===== src/rtl/mac_pkg.sv =====
// Shared constants and FSM state type for the mac_acc_8 stage.
package mac_pkg;

    localparam int         ACC_W_DEF = 24;
    localparam logic [7:0] CNT_MAX   = 8'd255;

    typedef enum logic {
        IDLE,
        ACCUM
    } state_e;

endpackage


===== src/rtl/mac_acc_8_multi.sv =====
// Combinational 8x8 unsigned array multiplier (partial-product rows).
module multi_8 (
    input  logic [7:0]  a,
    input  logic [7:0]  b,
    output logic [15:0] o
);

    always_comb begin
        o = '0;
        for (int i = 0; i < 8; i++) begin
            if (b[i]) begin
                o = o + ({8'd0, a} << i);
            end
        end
    end

endmodule


===== src/rtl/mac_acc_8.sv =====
// Streaming 8-bit multiply-accumulate stage with held result port.
// Optional build macro MAC_SAT_EN: clamp the accumulator on overflow.
module mac_acc_8
    import mac_pkg::*;
#(
    parameter int ACC_W = ACC_W_DEF
) (
    input  logic             clk,
    input  logic             rst,
    input  logic             in_valid,
    output logic             in_ready,
    input  logic [7:0]       in_a,
    input  logic [7:0]       in_b,
    input  logic             in_last,
    output logic             out_valid,
    input  logic             out_ready,
    output logic [ACC_W-1:0] out_sum,
    output logic [7:0]       out_count,
    output logic             out_ovf
);

    logic             s1_valid_q;
    logic             s1_last_q;
    logic [7:0]       s1_a_q;
    logic [7:0]       s1_b_q;
    logic [15:0]      prod;

    state_e           state_q;
    logic [ACC_W-1:0] acc_q, acc_d;
    logic [7:0]       cnt_q, cnt_d;
    logic             ovf_q, ovf_d;
    logic [ACC_W-1:0] base;
    logic [ACC_W:0]   sum_w;

    logic             out_valid_q;
    logic [ACC_W-1:0] out_sum_q;
    logic [7:0]       out_count_q;
    logic             out_ovf_q;

    logic             drain;
    logic             accept;

    // Only a last term can stall, and only behind an unconsumed result.
    assign drain    = s1_valid_q &&
                      !(s1_last_q && out_valid_q && !out_ready);
    assign in_ready = !s1_valid_q || drain;
    assign accept   = in_valid && in_ready;

    multi_8 u_mul (
        .a (s1_a_q),
        .b (s1_b_q),
        .o (prod)
    );

    always_comb begin
        base  = (state_q == IDLE) ? '0 : acc_q;
        sum_w = {1'b0, base} + {{(ACC_W - 15){1'b0}}, prod};
        ovf_d = ((state_q == ACCUM) && ovf_q) || sum_w[ACC_W];
`ifdef MAC_SAT_EN
        acc_d = ovf_d ? '1 : sum_w[ACC_W-1:0];
`else
        acc_d = sum_w[ACC_W-1:0];
`endif
        if (state_q == IDLE) begin
            cnt_d = 8'd1;
        end else if (cnt_q == CNT_MAX) begin
            cnt_d = CNT_MAX;
        end else begin
            cnt_d = cnt_q + 8'd1;
        end
    end

    always_ff @(posedge clk or posedge rst) begin
        if (rst) begin
            s1_valid_q <= 1'b0;
            s1_last_q  <= 1'b0;
            s1_a_q     <= '0;
            s1_b_q     <= '0;
        end else if (accept) begin
            s1_valid_q <= 1'b1;
            s1_last_q  <= in_last;
            s1_a_q     <= in_a;
            s1_b_q     <= in_b;
        end else if (drain) begin
            s1_valid_q <= 1'b0;
        end
    end

    always_ff @(posedge clk or posedge rst) begin
        if (rst) begin
            state_q     <= IDLE;
            acc_q       <= '0;
            cnt_q       <= '0;
            ovf_q       <= 1'b0;
            out_valid_q <= 1'b0;
            out_sum_q   <= '0;
            out_count_q <= '0;
            out_ovf_q   <= 1'b0;
        end else begin
            if (out_valid_q && out_ready) begin
                out_valid_q <= 1'b0;
            end
            if (drain) begin
                if (s1_last_q) begin
                    out_valid_q <= 1'b1;
                    out_sum_q   <= acc_d;
                    out_count_q <= cnt_d;
                    out_ovf_q   <= ovf_d;
                    state_q     <= IDLE;
                    acc_q       <= '0;
                    cnt_q       <= '0;
                    ovf_q       <= 1'b0;
                end else begin
                    state_q <= ACCUM;
                    acc_q   <= acc_d;
                    cnt_q   <= cnt_d;
                    ovf_q   <= ovf_d;
                end
            end
        end
    end

    assign out_valid = out_valid_q;
    assign out_sum   = out_sum_q;
    assign out_count = out_count_q;
    assign out_ovf   = out_ovf_q;

endmodule


===== config.mk =====
export PLATFORM = sky130hd
export DESIGN_NAME = mac_acc_8
export DESIGN_NICKNAME = d
export VERILOG_FILES = /design/src/rtl/mac_pkg.sv /design/src/rtl/mac_acc_8_multi.sv /design/src/rtl/mac_acc_8.sv
export SDC_FILE = /design/constraint.sdc
export NUM_CORES = 1
export LEC_CHECK = 0
export ABC_AREA = 0
export BUFFER_PORTS_ARGS = -buffer_cell sky130_fd_sc_hd__buf_2
export CORE_MARGIN = 2
export CORE_UTILIZATION = 53
export CTS_BUF_LIST = sky130_fd_sc_hd__clkbuf_4 sky130_fd_sc_hd__clkbuf_8
export CTS_CLUSTER_DIAMETER = 80
export DETAILED_ROUTE_END_ITERATION = 8
export PLACE_DENSITY = 0.81
export SLEW_MARGIN = 40
export SYNTH_ARGS = -nofsm -noshare
export SYNTH_HDL_FRONTEND = slang
export SYNTH_SLANG_ARGS = --single-unit

===== constraint.sdc =====
create_clock -name clk -period 11.15 [get_ports clk]
set_input_delay 1.6725 -clock clk [delete_from_list [all_inputs] [get_ports clk]]
set_output_delay 1.6725 -clock clk [all_outputs]
set_load 0.01 [all_outputs]

==> impl_metrics.ini <==
[pwr]
power_density_mw_per_mm2 = 368
p_leak_nw = 4.04
ir_drop_v = 0.000217

[clock_tree]
cts_tree = done
clockRootBuffer = clkbuf_8
ctsHoldBuffers = 0
cts_buffers = 9
clock_sinks = 86
clockBufferDepth = 2
clk_latency_ns = 0.38
cts.reportedPaths.clkPinSlew_ns = 0.10
ctsHtreeMaxLevel = 3

[sta]
period_needed_ns = 10.61
hold_violations = 0
max_freq_mhz = 94.3
maxSlewHeadroom_pct = 51.1
fin_crit_sh_pct = 95.2
fin_hold_ws_ns = 0.481
rsz0062_at_grt = false
worstMarginPinSlew_ns = 0.733
fin_skew_ns = 0.0107
setup_tns_ns = 0
setup_viol = 0
drv_slew = 0

[setup_path]
worstSetupEndpointType = register
cp-start-kind = register
path_common_cell = ha_1
r2r_end = acc_q[22]$_DFFE_PP0P_
cp_slowest_cell = or4_1
worstSetupPathType = register to register
timing.critical_path.arrival_ns = 10.88
r2r_slack_ns = 0.54
worstRegToRegCells = 48
cp_data_required_time_ns = 11.42
critPathMaxStageDelay_ns = 0.54
critPathMaxFanout = 6
reg2reg_from = s1_b_q[0]$_DFFE_PP0P_

[drt]
drt-initial-drc-count = 557
drtPass1Iterations = 4
drc_errors = 0
num_vias = 6918
wl_um = 19600
ant_nets = 0
post_drt_wl_per_cell_um = 17.3
viasPerCell = 6.10

[logic_synthesis]
synth_warnings = 0
async_flop_share_pct = 100
postSynthCellCount = 895
synth_nets = 1001
synth-edff-count = 0
avgSynthCellArea_um2 = 8.66
synth.most_common_cell = nand2_1
synth_seq_cells = 86
synth_top_area_cell = dfrtp_1
ys_types = 75
ys_top_cells_by_count = nand2_1, dfrtp_1, ha_1
ys_seq_area_share_pct = 27.8
synth_area_leaders = dfrtp_1, ha_1, mux2_2, nand2_1, a21oi_1
netlist_area_mm2 = 0.00775
synth.top_cell.area_share_pct = 27.8
synth_ff_type = dfrtp_1

[floorplanning]
fp.coreArea_mm2 = 0.0144
dieArea_mm2 = 0.0156
initial_core_util_pct = 53.7
io_pins = 56
die_h_um = 125
die_x_um = 125
fp-row-count = 44

[placement]
place_inst = 1113
place_congestion = 0.899
placed_area_mm2 = 0.00822
portBuffers = 55
dp_hpwl_um = 14200

[cells_and_area]
seq_area_mm2 = 0.00216
antenna_cells = 0
fin_nets = 1052
fin_area_mm2 = 0.00853
multi_input_area_mm2 = 0.00535
post-route-util_pct = 59.2
syn_to_final_growth_pct = 10.1
nFillCells = 1261
layout.cells.non_filler = 1134
drive_gt1_share_pct = 17.6

[global_routing]
grt_pass1_wl_um = 32200
grt_max_degree = 68
first_global_vias = 6603
global_route.usage.met1_pct = 32.4
top_usage_layer = met2
antenna_found_initial = 0
grt_use_met2_pct = 42.3
grt_use_met3_pct = 4.34
grt.total_usage_pct = 24.9
grt-ovfl-total = 0

[hold_path]
hold_path_class = register to register
worstHoldPathCells = 2
whs_endpoint = out_count[3]$_DFFE_PP0P_
hold_path_startpoint = out_count[3]$_DFFE_PP0P_

[run]
max_cap_violations = 0

[outcome]
status = completed
per-stage QoR:
step / setup WS, ns / total power [W]
3_3_place_gp: 0.645 / 0.00272
2_1_floorplan: 1.29 / 0.00233
3_5_place_dp: 0.421 / 0.00277
5_1_grt: 0.0125 / 0.00342
4_1_cts: 0.389 / 0.00306
6_report: 0.540 / 0.00314
critical path, delay by kind of cell (launching register included):
family | cells | cell delay, ns
buf+inv | 4 | 0.29
fa+ha+maj | 9 | 2.80
flops | 1 | 0.44
xor+xnor | 3 | 0.52
compound gates | 23 | 4.46
simple gates | 8 | 1.70
mux | 1 | 0.29
repair_timing:
action,4_1_cts,5_1_grt
setup buffers,0,6
gates resized for setup,0,14
hold endpoints to repair,0,0
setup endpoints to repair,0,22
routing by layer:
layer	vias up	share of wire, %
met5	-	0
met2	197	48
met3	31	5.1
li1	3365	-
met4	0	2.2
met1	3325	44
logic make-up after synthesis:
kind of cell | synth area share (%)
AO/OA/AOI/OAI | 24.6
XOR/XNOR | 6.10
adder cells (fa/ha/maj) | 14.5
buffers and inverters | 3.76
flip-flops | 27.8
multiplexers | 6.02
AND/OR/NAND/NOR | 17.2
cells in the final DEF, fill, tap and decap left out, types with 9 or more instances in the layout:
master and count:
nand2_1 108, dfrtp_1 83, ha_1 77, a21oi_1 58, o21ai_0 55, buf_2 55
nor2_1 45, inv_1 43, mux2_2 37, xnor2_1 33, and2_1 23, xor2_1 21
nand3_1 21, a21o_1 19, a22o_1 15, buf_4 15, o211ai_1 14, nor3_1 14
nand2b_1 13, o21bai_1 12, a211oi_1 11, o21a_1 11, and3_1 9, clkbuf_8 9
worst max-delay path by stage:
stage | from | to | slack [ns] | cells past startpoint
6_report | s1_b_q[0]$_DFFE_PP0P_ | acc_q[22]$_DFFE_PP0P_ | 0.54 | 48
5_1_grt | s1_b_q[0]$_DFFE_PP0P_ | acc_q[20]$_DFFE_PP0P_ | 0.01 | 48
4_1_cts | s1_a_q[1]$_DFFE_PP0P_ | acc_q[22]$_DFFE_PP0P_ | 0.39 | 45
3_5_place_dp | s1_a_q[1]$_DFFE_PP0P_ | acc_q[22]$_DFFE_PP0P_ | 0.42 | 45
3_3_place_gp | s1_a_q[1]$_DFFE_PP0P_ | acc_q[22]$_DFFE_PP0P_ | 0.65 | 45
2_1_floorplan | s1_a_q[1]$_DFFE_PP0P_ | acc_q[20]$_DFFE_PP0P_ | 1.29 | 45
state kept, by name (all words and copies together) (netlist names), 8 cells and up:
register	cells
acc_q	24
cnt_q	8
out_count	8
out_sum	24
s1_a_q	8
s1_b_q	8
power by group:
part           leakage (nW)  switching, W  internal [W]
Sequential             1.11     0.0000592      0.000381
Combinational          2.83       0.00134       0.00110
Clock                 0.104      0.000132      0.000127
Total                  4.04       0.00153       0.00160
layout make-up:
cell class | instances | share of cell area (%)
Multi-Input combinational cell | 732 | 62.7
Sequential cell | 86 | 25.3
Timing Repair Buffer | 72 | 4.74
Tap cell | 184 | 2.70
Inverter | 45 | 2.04
Clock buffer | 9 | 1.45
Clock inverter | 6 | 1.11
Power figures use the tool's default switching activity.
